File: config.mk
export PLATFORM = sky130hd
export DESIGN_NAME = mem_port_arbiter
export DESIGN_NICKNAME = d
export VERILOG_FILES = /design/src/rtl/simd_mem_pkg.sv /design/src/rtl/burst_addr_gen.sv /design/src/rtl/mem_port_arbiter.sv
export SDC_FILE = /design/constraint.sdc
export NUM_CORES = 1
export LEC_CHECK = 0
export BUFFER_PORTS_ARGS = -buffer_cell sky130_fd_sc_hd__buf_2
export CAP_MARGIN = 10
export CORE_AREA = 2 2 89 91
export CTS_BUF_LIST = sky130_fd_sc_hd__clkbuf_16
export DETAILED_ROUTE_END_ITERATION = 10
export DIE_AREA = 0 0 91 93
export PLACE_DENSITY = 0.72
export SLEW_MARGIN = 20
export SYNTH_ARGS = -nofsm -noshare
export SYNTH_HDL_FRONTEND = slang
export SYNTH_SLANG_ARGS = --single-unit
File: constraint.sdc
create_clock -name clk -period 2.2 [get_ports clk]
set_input_delay 0.33 -clock clk [delete_from_list [all_inputs] [get_ports clk]]
set_output_delay 0.33 -clock clk [all_outputs]
set_load 0.02 [all_outputs]
File: src/rtl/simd_mem_pkg.sv
// simd_mem_pkg: shared arbiter state encoding, lane type and default starvation threshold
package simd_mem_pkg;
    typedef enum logic {ST_IDLE, ST_HOST} arbState_e;
    typedef logic [7:0] lane_t;
    localparam int DEFAULT_MAX_WAIT = 4;
endpackage

File: src/rtl/burst_addr_gen.sv
// burst_addr_gen: latches a burst base/length and walks beat addresses one word per step
module burst_addr_gen #(
    parameter int vecSize = 4,
    parameter int regSize = 16
) (
    input  logic               clk,
    input  logic               rst,
    input  logic               load,
    input  logic               step,
    input  logic [regSize-1:0] baseIn,
    input  logic [3:0]         lenIn,
    output logic [regSize-1:0] addr,
    output logic               last
);
    logic [regSize-1:0] base;
    logic [3:0] len, beat;
    // beat 0 goes out combinationally from the top, so the counter resumes at beat 1
    always_ff @(posedge clk or negedge rst)
        if (!rst) begin
            base <= '0;
            len  <= '0;
            beat <= '0;
        end else if (load) begin
            base <= baseIn;
            len  <= lenIn;
            beat <= 4'd1;
        end else if (step) begin
            beat <= beat + 4'd1;
        end
    always_comb begin
        addr = base + regSize'(beat) * regSize'(vecSize);
        last = beat == len;
    end
endmodule

File: src/rtl/mem_port_arbiter.sv
// mem_port_arbiter: shares one memory port between a pipeline and a bursting host with starvation guard
module mem_port_arbiter
    import simd_mem_pkg::*;
#(
    parameter int vecSize  = 4,
    parameter int regSize  = 16,
    parameter int MAX_WAIT = DEFAULT_MAX_WAIT
) (
    input  logic                 clk,
    input  logic                 rst,
    input  logic                 p_req,
    input  logic                 p_we,
    input  logic [regSize-1:0]   p_addr,
    input  logic [vecSize*8-1:0] p_wdata,
    output logic                 p_gnt,
    output logic                 p_stall,
    output logic                 p_rvalid,
    input  logic                 h_req,
    input  logic                 h_we,
    input  logic [regSize-1:0]   h_addr,
    input  logic [3:0]           h_len,
    input  logic [vecSize*8-1:0] h_wdata,
    output logic                 h_gnt,
    output logic                 h_beat,
    output logic                 h_done,
    output logic                 h_busy,
    output logic                 h_rvalid,
    output logic                 mem_we,
    output logic [regSize-1:0]   mem_addr,
    output logic [vecSize*8-1:0] mem_wdata,
    input  logic [vecSize*8-1:0] mem_rdata,
    output logic [vecSize*8-1:0] rdata
);
    localparam int WAIT_W = $clog2(MAX_WAIT + 2);

    arbState_e state, nextState;
    logic [WAIT_W-1:0] waitCnt;
    logic inHost, starve, pWin, hWin, hWeReg, pOwn, hOwn, genLast;
    logic [regSize-1:0] genAddr;

    burst_addr_gen #(.vecSize(vecSize), .regSize(regSize)) addrGen (
        .clk(clk), .rst(rst), .load(hWin), .step(rst && inHost),
        .baseIn(h_addr), .lenIn(h_len), .addr(genAddr), .last(genLast)
    );

    // every output is qualified by rst so nothing reaches memory while reset is held
    always_comb begin
        inHost    = state == ST_HOST;
        starve    = h_req && waitCnt == WAIT_W'(MAX_WAIT);
        pWin      = rst && !inHost && p_req && !starve;
        hWin      = rst && !inHost && !pWin && h_req;
        p_gnt     = pWin;
        p_stall   = rst && p_req && !pWin;
        h_gnt     = hWin;
        h_beat    = hWin || (rst && inHost);
        h_done    = hWin ? h_len == 4'd0 : rst && inHost && genLast;
        h_busy    = rst && inHost;
        mem_we    = pWin ? p_we : hWin ? h_we : h_busy ? hWeReg : 1'b0;
        mem_addr  = pWin ? p_addr : hWin ? h_addr : h_busy ? genAddr : '0;
        mem_wdata = pWin ? p_wdata : h_beat ? h_wdata : '0;
        p_rvalid  = pOwn;
        h_rvalid  = hOwn;
        rdata     = rst ? mem_rdata : '0;
        nextState = (hWin && h_len != 4'd0) ? ST_HOST : (inHost && genLast) ? ST_IDLE : state;
    end

    always_ff @(posedge clk or negedge rst)
        if (!rst) begin
            state   <= ST_IDLE;
            waitCnt <= '0;
            hWeReg  <= 1'b0;
            pOwn    <= 1'b0;
            hOwn    <= 1'b0;
        end else begin
            state   <= nextState;
            waitCnt <= hWin ? '0 : (h_req && !inHost && waitCnt != WAIT_W'(MAX_WAIT)) ? waitCnt + WAIT_W'(1) : waitCnt;
            hWeReg  <= hWin ? h_we : hWeReg;
            pOwn    <= pWin && !p_we;
            hOwn    <= h_beat && !mem_we;
        end
endmodule

# After elaboration in Yosys (flattened, before gate mapping)

Index checks and enable logic that the tools add are counted.

Register bits after elaboration: 31
Input port bits: 138
Output and inout port bits: 89
Word-level logic and storage cells: 57

$add $sub $neg: 3
Equality and inequality tests: 3
Multiplexer cells: 16
Reduce and logical (&&, ||, !) cells: 27

Operators by type and width:

| cell                                                          | count |
|---|---|
| 32-bit 2-to-1 mux                                             | 3 |
| 16-bit 2-to-1 mux                                             | 3 |
| 16-bit by 6-bit adder with 16-bit output                      | 1 |
| 1-bit logical AND                                             | 16 |
| 4-bit 2-to-1 mux                                              | 2 |
| 1-bit 2-to-1 mux                                              | 6 |
| 3-bit 2-to-1 mux                                              | 2 |
| 2-bit nonzero test                                            | 3 |
| 1-bit zero test                                               | 5 |
| 4-bit by 1-bit adder with 4-bit output, second input constant | 1 |
| 4-bit equality test                                           | 1 |
| 4-bit zero test                                               | 1 |
| 4-bit nonzero test                                            | 1 |
| 3-bit by 1-bit adder with 3-bit output, second input constant | 1 |
| 3-bit equality test, second input constant                    | 1 |
| 3-bit != test, second input constant                          | 1 |
| 1-bit logical OR                                              | 1 |

# Logic depth before layout (Yosys ltp)

Gate-level depths: netlist (run 1).

Word-level depth: 11
Mapped depth: 8
Depth with buffers taken out: 8

# Modules after synthesis

From an unflattened synthesis (run 1), not the netlist that was laid out.

Cell total of the unflattened synthesis: 273
Area total of the unflattened synthesis: 2,576.2 um^2

Modules (own cells, without submodules):

| module           | instances | cells an instance | area each (um^2) | seq. area each (um^2) |
|---|---|---|---|---|
| burst_addr_gen   | 1         | 112               | 1,305.0          | 600.6 |
| mem_port_arbiter | 1         | 161               | 1,271.2          | 175.2 |

# Worst setup path after synthesis (run 1)

Ideal clock, no wire load.

Path kind: reg2out
Start point: register addrGen.beat[0]
End point: output port mem_addr[14]
Data arrival time: 2.027 ns
Data required time: 1.870 ns
Slack: -0.157 ns
Stages on the path, launching flop included: 9
Path buffers: 0
Cell sequence: dfrtp_1 > ha_1 > inv_1 > fa_1 > nand2b_1 > a21oi_2 > nand3_1 > xor2_1 > o211ai_1

Longest elaborated chain between the ends: 4

Ends and longest elaborated chain:

| item                                     | RTL line               | source |
|---|---|---|
| from (decl)                              | burst_addr_gen.sv:16   | `logic [3:0] len, beat;` |
| from (signal assigned)                   | burst_addr_gen.sv:28   | `beat <= beat + 4'd1;` |
| 16-bit by 6-bit adder with 16-bit output | burst_addr_gen.sv:31   | `addr = base + regSize'(beat) * regSize'(vecSize);` |
| 16-bit 2-to-1 mux (3 in a row)           | mem_port_arbiter.sv:59 | `mem_addr = pWin ? p_addr : hWin ? h_addr : h_busy ? genAddr : '0;` |
| to (decl)                                | mem_port_arbiter.sv:29 | `output logic [regSize-1:0] mem_addr,` |

Every way passes these cells.

# Worst setup path in the final report (run 1)

Start point: register addrGen.base[2]
End point: output port mem_addr[8]

Longest elaborated chain between the ends: 4

Ends and longest elaborated chain:

| item                                     | RTL line               | source |
|---|---|---|
| from (decl)                              | burst_addr_gen.sv:15   | `logic [regSize-1:0] base;` |
| from (signal assigned)                   | burst_addr_gen.sv:24   | `base <= baseIn;` |
| 16-bit by 6-bit adder with 16-bit output | burst_addr_gen.sv:31   |  |
| 16-bit 2-to-1 mux (3 in a row)           | mem_port_arbiter.sv:59 |  |

Every way passes these cells.

==> summary.txt, run 1 <==
Detailed routing
  – Drt total wl: around 12 mm
  – Antenna viol nets, final: 0
  – WL per Instance: roughly 17 µm
  – Initial DRC count: ~170
  – DRT Pass-1 Iters: 5
  – Drt drc: 0
  – DR vias/cell: approximately 5.1
  – Vias: approximately 3.5k

Clock tree
  – H-tree Lvls: 2
  – Clock Path Buffers: 2
  – CTS tree: yes
  – Root buf cell: clkbuf_16
  – CTS Buf Count: 5
  – Clock sink count: 31
  – Worst-Skew Late Latency: 270 ps
  – Clock slew at reported path FFs: around 50 ps

Setup path
  – Worst path required time: 1870 ps
  – RR Startpoint: waitCnt[0]$_DFFE_PN0P_
  – Crit path DAT: between 2000 and 2500 ps
  – Startpoint types: register
  – Worst Reg-to-Reg Cells: 9
  – CP max FO: 4
  – R2R Setup Slk: around 220 ps
  – Reg2reg end: addrGen.base[2]$_DFFE_PN0P_
  – Setup crit end kind: output pin
  – Crit Path Category: register to output pin

Timing
  – Slew margin rel.: 0.711
  – Period utilization: 1.15
  – Layout Skew: between 4 and 5 ps
  – TNS Setup: -6590 ps
  – Final Critical Period: about 2500 ps
  – Setup ws final: -330 ps
  – Final setup fails: slightly above 50
  – RSZ-0062 raised after global routing: true
  – Final Max Slew Viols: 0
  – Final Hold Viols: 0
  – Fmax: around 0.40 GHz
  – Worst-margin pin slew: around 430 ps

Synth
  – Syn Std Cell Area: approximately 2400 µm²
  – Unique masters post-synth: 35
  – Top_reg_cell synth: dfrtp_1
  – Synth Instances: between 200 and 300
  – Seq/Total Area, Yosys: 0.322
  – Largest cells by area after synthesis: dfrtp_1 32%, nand2_1 12%, a22o_1 12%, and2_1 8.3%, xor2_1 4.0%
  – Synthesized Nets: approximately 440
  – #FFs+latches synth: 31
  – Top cell type's share of synthesized area: 0.322
  – Mean Syn Cell Area: 8.09 µm²
  – EDFF count, synth: 0
  – Yosys Warn Count: 0
  – Area leader, netlist: dfrtp_1
  – Share of synthesized registers carrying an async set or reset: 1.00

Place
  – Buffers on Ports: around 230
  – Routability cong.: 0.868
  – Inst Count DP: between 600 and 700
  – Post-DP HPWL: 7.93 mm
  – Placed inst area: around 3800 µm²

Finish
  – Most frequent cells in the layout: 182 x buf_2, 70 x nand2_1, 52 x buf_4
  – Final Cell Area: a little under 5000 µm²
  – FF+latch area: approximately 780 µm²
  – NumNets Final: slightly above 700
  – Layout Cells excl Fill: ~680
  – Layout Area Growth over Synthesis: 106%
  – Area of the multi-input gates: around 1700 µm²
  – Layout cell share with drive strength beyond 1: 0.593
  – Most common cell after layout, fill and taps aside: buf_2
  – # fillers: 624

Job
  – Max_cap viols: 0

Pwr
  – Leak: 0.00265 µW
  – Worst vdd ir: about 0.55 mV
  – Pwr dens: roughly 1100 nW/µm²

Floorplan
  – Core area: between 7000 and 8000 µm²
  – Row cnt: 32
  – Die footprint: ~8500 µm²
  – Chip Height: a little over 90 µm
  – Num ports: around 230
  – Initial Util: 0.320
  – Die X: about 91 µm

GRT
  – Global-route wire length before repair: about 17 mm
  – GRT Util Overall: 0.250
  – Largest net degree at the start of global routing: between 40 and 50
  – Gr ovfl total: 0
  – Antenna violations before repair: 2
  – Number of global-route vias before repair: ~3.4k

Outcome
  – Outcome: complete, but fails checks
  – Failing checks: setup timing

Worst hold path
  – Hold WC Path Type: input port to async pin
per-layer routing:
metal / routed length [µm] / up-vias / share of wire / track usage
li1: - / 1598 / - / -
met5: 0 / - / 0 / 0
met4: 536 / 0 / 0.045 / 0.0997
met1: 4350 / 1659 / 0.37 / 0.278
met3: 816 / 43 / 0.069 / 0.0508
met2: 6090 / 191 / 0.52 / 0.465
where the power goes:
part,leakage [µW],switching (µW),internal (µW)
Clock,0.0000812,241,527
Combinational,0.00218,1810,1930
Sequential,0.000386,262,839
Total,0.00265,2320,3300
worst max-delay path by stage:
stage,startpoint,to,slack [ps]
2_1_floorplan,addrGen.beat[0]$_DFFE_PN0N_,mem_addr[10],-90
3_3_place_gp,addrGen.beat[0]$_DFFE_PN0N_,mem_addr[10],6
3_5_place_dp,addrGen.base[2]$_DFFE_PN0P_,mem_addr[10],-60
4_1_cts,addrGen.base[2]$_DFFE_PN0P_,mem_addr[10],-320
5_1_grt,addrGen.base[2]$_DFFE_PN0P_,mem_addr[8],-450
6_report,addrGen.base[2]$_DFFE_PN0P_,mem_addr[8],-330
logic make-up (layout without fill, tap and decap cells):
logic type | after synthesis | in the layout | share of synthesized area
multiplexers | 3 | 3 | 0.0140
adder cells (fa/ha/maj) | 8 | 8 | 0.0447
flip-flops | 31 | 31 | 0.322
AND/OR/NAND/NOR | 141 | 141 | 0.279
XOR/XNOR | 18 | 18 | 0.0654
AO/OA/AOI/OAI | 67 | 67 | 0.220
other | 0 | 2 | 0
buffers and inverters | 30 | 312 | 0.0550
flip-flops by register name, summed over array words and instances, names as in the netlist:
name and flops:
h_rvalid 1, addrGen.len 4, inHost 1, waitCnt 3, hWeReg 1, addrGen.beat 4
addrGen.base 16, p_rvalid 1
critical path, cell delays in order (launching register included):
cell and delay, ps:
dfrtp_1 360, ha_2 190, inv_2 40, fa_2 340
nand2b_4 160, a21oi_4 190, buf_4 160, buf_6 80
xnor2_1 50, o211ai_1 180, buf_4 170
through the flow:
stage	worst slack (ps)	util	total power (µW)	hold WS [ps]
2_1_floorplan	-90.6	-	2650	34.4
6_report	-330	0.661	5620	194
3_5_place_dp	-59.2	0.505	3560	217
4_1_cts	-318	0.606	5130	191
5_1_grt	-449	0.661	5940	219
3_3_place_gp	5.81	0.505	3480	210
Yosys cell counts, types with 4 or more instances:
cell type / instances
nand2_1: 77
a22o_1: 32
and2_1: 32
dfrtp_1: 31
buf_2: 16
o211ai_1: 12
xor2_1: 11
inv_1: 8
nor2_1: 8
a21oi_1: 7
ha_1: 7
xnor2_1: 7
nand3_1: 5
nand4_1: 5
o21ai_0: 5
and3_1: 4
clkbuf_1: 4
area by class of cell:
| type | instances | area share |
|---|---|---|
| sequential | 31 | 0.156 |
| multi-input combinational | 237 | 0.349 |
| inverter | 10 | 0.0101 |
| antenna | 2 | 0.00101 |
| clock buffer | 5 | 0.0252 |
| tap | 102 | 0.0257 |
| timing repair inverter | 1 | 0.00226 |
| clock inverter | 3 | 0.00780 |
| timing repair buffer | 293 | 0.423 |
timing repair:
item                                   CTS  global route
endpoints found under the hold margin    5             0
resized for setup                       67            83
hold buffers                             1             0
setup endpoints to repair               51            51
pin swaps                               28            26
cloned                                   7             1
setup buffers                           20            23
Power figures use the tool's default switching activity.
==> inputs of run 2 (changes only) <==
--- a/config.mk
+++ b/config.mk
@@ -12,6 +12,7 @@
 export DETAILED_ROUTE_END_ITERATION = 10
 export DIE_AREA = 0 0 91 93
 export PLACE_DENSITY = 0.72
+export SETUP_SLACK_MARGIN = 0.1
 export SLEW_MARGIN = 20
 export SYNTH_ARGS = -nofsm -noshare
 export SYNTH_HDL_FRONTEND = slang
==> run 2 against run 1 <==
Effect of this change: the flow still finishes with violations (setup timing); die area unchanged; wire length up 3.4%; sequential cell count unchanged; clock-buffer cell count unchanged; maximum frequency down 0.16%; clock power about the same; combinational power down 4%; core utilization down 0.33 points; non-clock buffer count down 15; setup slack worse by 4.1 ps; sequential share of layout area up 0.079 points.
==> summary.txt, run 2 (synthesis results as in run 1) <==
GRT
  – Gr ovfl total: 0 (unchanged)
  – Largest net degree at the start of global routing: 58 (+38%)
  – Number of global-route vias before repair: 3402 (+1.6%)
  – Antenna violations before repair: 10 (+8)
  – Global-route wire length before repair: 17.8 mm (+6.2%)
  – GRT Util Overall: 0.268 (+0.0189)

Timing
  – Smallest hold slack: 241 ps (+46.8 ps)
  – Layout Skew: 7.42 ps (+3.22 ps)
  – Slew margin rel.: 0.643 (-0.0683)
  – Fmax: 0.395 GHz (-0.16%)
  – Final Hold Viols: 0 (unchanged)
  – Final setup fails: 49 (-3.9%)
  – Period utilization: 1.15 (+0.00187)
  – Worst-margin pin slew: 536 ps (+106 ps)
  – Final Critical Period: 2530 ps (+4.11 ps)
  – Final Max Slew Viols: 0 (unchanged)
  – RSZ-0062 raised after global routing: true
  – Setup ws final: -334 ps (-4.11 ps)
  – TNS Setup: -6510 ps (+81.8 ps)

Detailed routing
  – Max Used Layer: met5
  – Routed length on met1: 4.65 mm (+6.9%)
  – Antenna viol nets, final: 0 (unchanged)
  – Drt total wl: 12.2 mm (+3.4%)
  – DR vias/cell: 5.06 (-0.79%)
  – Detail Route met2 WL: 5.96 mm (-2.3%)
  – Vias: 3418 (-2.1%)
  – Drt drc: 0 (unchanged)
  – WL per Instance: 18.1 µm (+4.8%)
  – DRT Pass-1 Iters: 4 (-1)
  – Initial DRC count: 156 (-9.8%)
  – DR WL met3: 1.12 mm (+38%)

Clock tree
  – Root buf cell: clkbuf_16
  – CTS tree: yes
  – Clock Path Buffers: 2 (unchanged)
  – Clock slew at reported path FFs: 50 ps (about the same)
  – Clock sink count: 31 (unchanged)
  – CTS Buf Count: 5 (unchanged)
  – H-tree Lvls: 2 (unchanged)
  – Worst-Skew Late Latency: 280 ps (about the same)

Place
  – Dpl ws: -25.3 ps (+33.9 ps)
  – Buffers on Ports: 226 (unchanged)
  – Routability cong.: 0.903 (+4.0%)
  – Post-DP HPWL: 7.95 mm (+0.26%)

Floorplan
  – Initial Util: 0.320 (unchanged)
  – Num ports: 227 (unchanged)
  – Die footprint: 8460 µm² (unchanged)
  – Die X: 91 µm (unchanged)
  – Chip Height: 93 µm (unchanged)
  – Core area: 7530 µm² (unchanged)
  – Row cnt: 32 (unchanged)

Worst hold path
  – Hold WC Path Type: input port to register
  – Hold Path Cell Cnt: 2

Setup path
  – Startpoint types: register
  – Worst Reg-to-Reg Cells: 10 (+1)
  – R2R Setup Slk: 460 ps (+240 ps)
  – Crit Path Category: register to output pin
  – CP max FO: 4 (unchanged)
  – Worst path required time: 1870 ps (about the same)
  – Reg2reg end: h_rvalid$_DFF_PN0_
  – Crit path DAT: 2200 ps (about the same)
  – RR Startpoint: waitCnt[1]$_DFFE_PN0P_
  – Setup crit end kind: output pin
  – CP Launch Point: addrGen.beat[0]$_DFFE_PN0N_
  – Setup crit end: mem_addr[10]

Outcome
  – Failing checks: setup timing
  – Outcome: complete, but fails checks

Finish
  – Top Registers: addrGen.base: 16 flops, addrGen.beat: 4 flops, addrGen.len: 4 flops
  – Layout Area Growth over Synthesis: 105%
  – Max reg flops: 16 (unchanged)
  – Post-Route Utilization: 0.658 (-0.00332)
  – NumNets Final: 710 (-2.1%)
  – Layout cell share with drive strength beyond 1: 0.573 (-0.0197)
  – # fillers: 609 (-2.4%)
  – Reg with most FFs: addrGen.base
  – Most frequent cells in the layout: 175 x buf_2, 74 x nand2_1, 45 x buf_6
  – Most common cell after layout, fill and taps aside: buf_2

Pwr
  – Pwr dens: 1110 nW/µm² (-1.9%)
  – Worst vdd ir: 0.576 mV (+5.4%)
  – Leak: 0.00258 µW (-2.5%)

Job
  – Max_cap viols: 0 (unchanged)
run 2: cell types whose count changed in the layout (fill, tap and decap cells not counted), sizes merged:
cell	delta
buf	-16
clkbuf	+1
diode	+6
run 2: stage by stage:
| stage | cell area, µm² | power, µW | instances |
|---|---|---|---|
| 6_report | 4950 | 5480 | 675 |
| 5_1_grt | 4940 | 5800 | 673 |
| 4_1_cts | 4750 | 5180 | 660 |
| 3_5_place_dp | 3780 | 3520 | 624 |
| 3_3_place_gp | 3780 | 3460 | 624 |
| 2_1_floorplan | 2440 | 2650 | 298 |
run 2: power by group:
part | switching, µW | leakage (µW) | internal [µW]
combinational | 1760 | 0.00211 | 1840
clock | 242 | 0.0000813 | 527
sequential | 269 | 0.000386 | 839
run 2: area by class of cell:
type / count / area, µm² / area share
timing repair inverter: 1 / 6.26 / 0.00126
inverter: 10 / 50.0 / 0.0101
clock inverter: 3 / 38.8 / 0.00784
antenna: 8 / 20.0 / 0.00404
multi-input combinational: 237 / 1690 / 0.342
timing repair buffer: 278 / 2110 / 0.427
tap: 102 / 128 / 0.0258
clock buffer: 5 / 125 / 0.0253
sequential: 31 / 776 / 0.157
run 2: repair_timing:
action / CTS / global route
buffers inserted: 19 / 6
pin swaps: 44 / 24
hold buffers: 1 / 0
gates cloned: 8 / 2
resized for setup: 126 / 24
setup endpoints to repair: 54 / 54
endpoints found under the hold margin: 5 / 0
run 2: worst max-delay path: stages (launching register included):
cell and delay, ps:
dfrtp_1 390, ha_4 160, inv_2 40, fa_2 340
nand2b_4 160, a21oi_4 250, and3_4 230, xnor2_1 60
o211ai_1 150, buf_4 160
run 2: per-layer routing:
| metal | GRT usage | vias to the layer above |
|---|---|---|
| met2 | 0.459 | 172 |
| met1 | 0.298 | 1620 |
| met5 | 0 | - |
| met4 | 0.136 | 4 |
| met3 | 0.0919 | 34 |
| li1 | - | 1588 |
run 2: worst min path at each step:
stage	from	to	slack [ps]
4_1_cts	p_we	p_rvalid$_DFF_PN0_	240
3_3_place_gp	rst	waitCnt[0]$_DFFE_PN0P_	210
6_report	p_we	p_rvalid$_DFF_PN0_	240
2_1_floorplan	rst	addrGen.base[0]$_DFFE_PN0P_	30
3_5_place_dp	rst	waitCnt[0]$_DFFE_PN0P_	220
5_1_grt	p_we	p_rvalid$_DFF_PN0_	250
==> inputs of run 3 (changes only) <==
--- a/config.mk
+++ b/config.mk
@@ -11,7 +11,7 @@
 export CTS_BUF_LIST = sky130_fd_sc_hd__clkbuf_16
 export DETAILED_ROUTE_END_ITERATION = 10
 export DIE_AREA = 0 0 91 93
-export PLACE_DENSITY = 0.72
+export PLACE_DENSITY = 0.84
 export SETUP_SLACK_MARGIN = 0.1
 export SLEW_MARGIN = 20
 export SYNTH_ARGS = -nofsm -noshare
==> run 3 against run 2 <==
Effect of this change: the flow still finishes with violations (setup timing); clock-buffer cell count did not move; total power up 3.0%; clock skew fell by 2.3 ps; setup slack got worse by 77 ps; final area decreased by 1.4%; sequential power hardly changed; highest routed layer is now met4; worst hold slack got worse by 85 ps; core utilization down 0.93 points; register-to-register slack gained 70 ps; first-iteration DRC count rose by 83%.
==> summary.txt, run 3 (synthesis results as in run 1) <==
Setup path
  – Worst path slowest cell: dfrtp_1
  – Startpoint types: register
  – Buf+Inv Stages, Crit Path: 2 (unchanged)
  – CP max FO: 4 (unchanged)
  – R2R Setup Slk: 530 ps (+70 ps)
  – Setup crit end kind: output pin
  – Crit Path Category: register to output pin
  – Crit path DAT: 2280 ps (+80 ps)
  – Delay-heaviest family, CP: adder cells
  – CP peak stage delay: 370 ps (-20 ps)
  – Critical path cell sequence: ha_2 -> inv_2 -> fa_2 -> nand2b_4 -> a21oi_4 -> and3_4 -> xnor2_1 -> o211ai_1 -> buf_4
  – Worst path required time: 1870 ps (about the same)

Timing
  – Fmax: 0.383 GHz (-3.0%)
  – Period utilization: 1.19 (+0.0352)
  – Slew margin rel.: 0.677 (+0.0343)
  – Final Critical Period: 2610 ps (+77.4 ps)
  – Worst-margin pin slew: 480 ps (-55.8 ps)
  – Final Hold Viols: 0 (unchanged)
  – RSZ-0062 raised after global routing: true
  – Final setup fails: 43 (-12%)
  – Final Max Slew Viols: 0 (unchanged)
  – Layout Skew: 5.09 ps (-2.33 ps)
  – Setup ws final: -412 ps (-77.4 ps)
  – TNS Setup: -5040 ps (+1460 ps)

Finish
  – Most frequent cells in the layout: 177 x buf_2, 73 x nand2_1, 45 x buf_4
  – # fillers: 592 (-2.8%)
  – Layout Cells excl Fill: 670 (-0.74%)
  – NumNets Final: 713 (+0.42%)
  – Reg with most FFs: addrGen.base
  – Layout cell share with drive strength beyond 1: 0.575 (+0.00150)
  – Area of the multi-input gates: 1710 µm² (+1.2%)
  – Most common cell after layout, fill and taps aside: buf_2
  – Post-Route Utilization: 0.648 (-0.00931)
  – Max reg flops: 16 (unchanged)
  – Layout Area Growth over Synthesis: 102%
  – FF+latch area: 776 µm² (unchanged)
  – Top Registers: addrGen.base: 16 flops, addrGen.beat: 4 flops, addrGen.len: 4 flops

Detailed routing
  – Vias: 3500 (+2.4%)
  – Routed length on met1: 5.06 mm (+8.8%)
  – WL per Instance: 19.2 µm (+6.3%)
  – Detail Route met2 WL: 6.37 mm (+6.9%)
  – Antenna viol nets, final: 0 (unchanged)
  – Max Used Layer: met4
  – DR vias/cell: 5.22 (+3.2%)
  – DRT Pass-1 Iters: 5 (+1)
  – DR WL met3: 1.07 mm (-5.0%)
  – Initial DRC count: 285 (+83%)
  – Drt drc: 0 (unchanged)
  – Drt total wl: 12.9 mm (+5.5%)

Clock tree
  – Root buf cell: clkbuf_16
  – H-tree Lvls: 2 (unchanged)
  – Clock sink count: 31 (unchanged)
  – CTS tree: yes
  – CTS Buf Count: 5 (unchanged)
  – Clock Path Buffers: 2 (unchanged)
  – Clock slew at reported path FFs: 50 ps (about the same)
  – Worst-Skew Late Latency: 280 ps (about the same)

Pwr
  – Internal Power: 3240 µW (+1.0%)
  – Leak: 0.00257 µW (-0.27%)
  – Seq pwr share: 0.199 (-0.003)
  – Total power: 5650 µW (+3.0%)
  – Worst vdd ir: 0.456 mV (-21%)
  – Pwr dens: 1160 nW/µm² (+4.5%)
  – Gate power share: 0.686 (+0.028)
  – Clk pwr share: 0.115 (-0.025)
  – Sw Pwr: 2410 µW (+5.9%)
  – Sw frac: 0.426 (+0.0115)

Floorplan
  – Num ports: 227 (unchanged)
  – Die X: 91 µm (unchanged)
  – Die footprint: 8460 µm² (unchanged)
  – Initial Util: 0.320 (unchanged)
  – Row cnt: 32 (unchanged)
  – Core area: 7530 µm² (unchanged)
  – Chip Height: 93 µm (unchanged)

Place
  – Dpl ws: -114 ps (-88.9 ps)
  – Post-DP HPWL: 8.25 mm (+3.8%)
  – Inst Count DP: 625 (+0.16%)
  – Routability cong.: 0.914 (+1.2%)
  – Buffers on Ports: 226 (unchanged)

Outcome
  – Outcome: complete, but fails checks
  – Failing checks: setup timing

Job
  – Max_cap viols: 0 (unchanged)

GRT
  – Global-route wire length before repair: 18.5 mm (+3.8%)
  – Antenna violations before repair: 1 (-9)
  – GRT Util Overall: 0.277 (+0.00860)
  – Largest net degree at the start of global routing: 28 (-52%)
  – Number of global-route vias before repair: 3577 (+5.1%)
  – Gr ovfl total: 0 (unchanged)

Worst hold path
  – Hold WC Path Type: input port to async pin
[run 3: metrics by stage]
step	instance area [µm²]	hold slack [ps]
6_report	4880	156
3_3_place_gp	3790	180
3_5_place_dp	3790	178
2_1_floorplan	2440	34.4
4_1_cts	4690	136
5_1_grt	4880	153
[run 3: final timing paths]
| kind | cells past startpoint | to | startpoint |
|---|---|---|---|
| worst max-delay path | 9 | mem_addr[10] | addrGen.base[2]$_DFFE_PN0P_ |
| worst min-delay path | 2 | hWeReg$_DFFE_PN0P_ | rst |
| min in group clk | 2 | p_rvalid$_DFF_PN0_ | p_we |
| worst min register to register | 2 | addrGen.len[3]$_DFFE_PN0P_ | addrGen.len[3]$_DFFE_PN0P_ |
| worst max register to register | 9 | addrGen.beat[0]$_DFFE_PN0N_ | waitCnt[0]$_DFFE_PN0P_ |
| max in group asynchronous | 2 | inHost$_DFFE_PN0P_ | rst |
[run 3: final cells by class]
type / instances / area share
clock buffer: 5 / 0.0256
sequential: 31 / 0.159
timing repair buffer: 281 / 0.426
tap: 102 / 0.0262
inverter: 10 / 0.00872
multi-input combinational: 237 / 0.351
clock inverter: 2 / 0.00179
timing repair inverter: 1 / 0.000769
antenna: 1 / 0.000513
[run 3: timing repair]
action | 4_1_cts | 5_1_grt
buffers inserted | 20 | 6
pin swaps | 37 | 20
resized for setup | 110 | 29
hold buffers | 1 | 0
setup endpoints to repair | 53 | 51
cloned | 9 | 2
hold endpoints to repair | 1 | 0
[run 3: routing by layer]
metal,vias up,global-route usage
li1,1587,-
met1,1639,0.332
met2,233,0.486
met3,41,0.0548
met4,0,0.114
met5,-,0
[run 3: power by group through the flow]
stage,registers (µW),clock network [µW],logic (µW)
2_1_floorplan,1040,0,1610
3_3_place_gp,1060,0,2370
3_5_place_dp,1080,0,2460
4_1_cts,1100,649,3460
5_1_grt,1160,683,4070
6_report,1130,648,3880
[run 3: worst reg2reg max path, cell delays in order (launching register included)]
cell and delay [ps]:
dfrtp_1 370, inv_2 60, ha_4 170, a21bo_4 210
nand3_4 140, nand2_8 110, buf_16 170, buf_4 130
nor2_1 110, a21oi_1 70
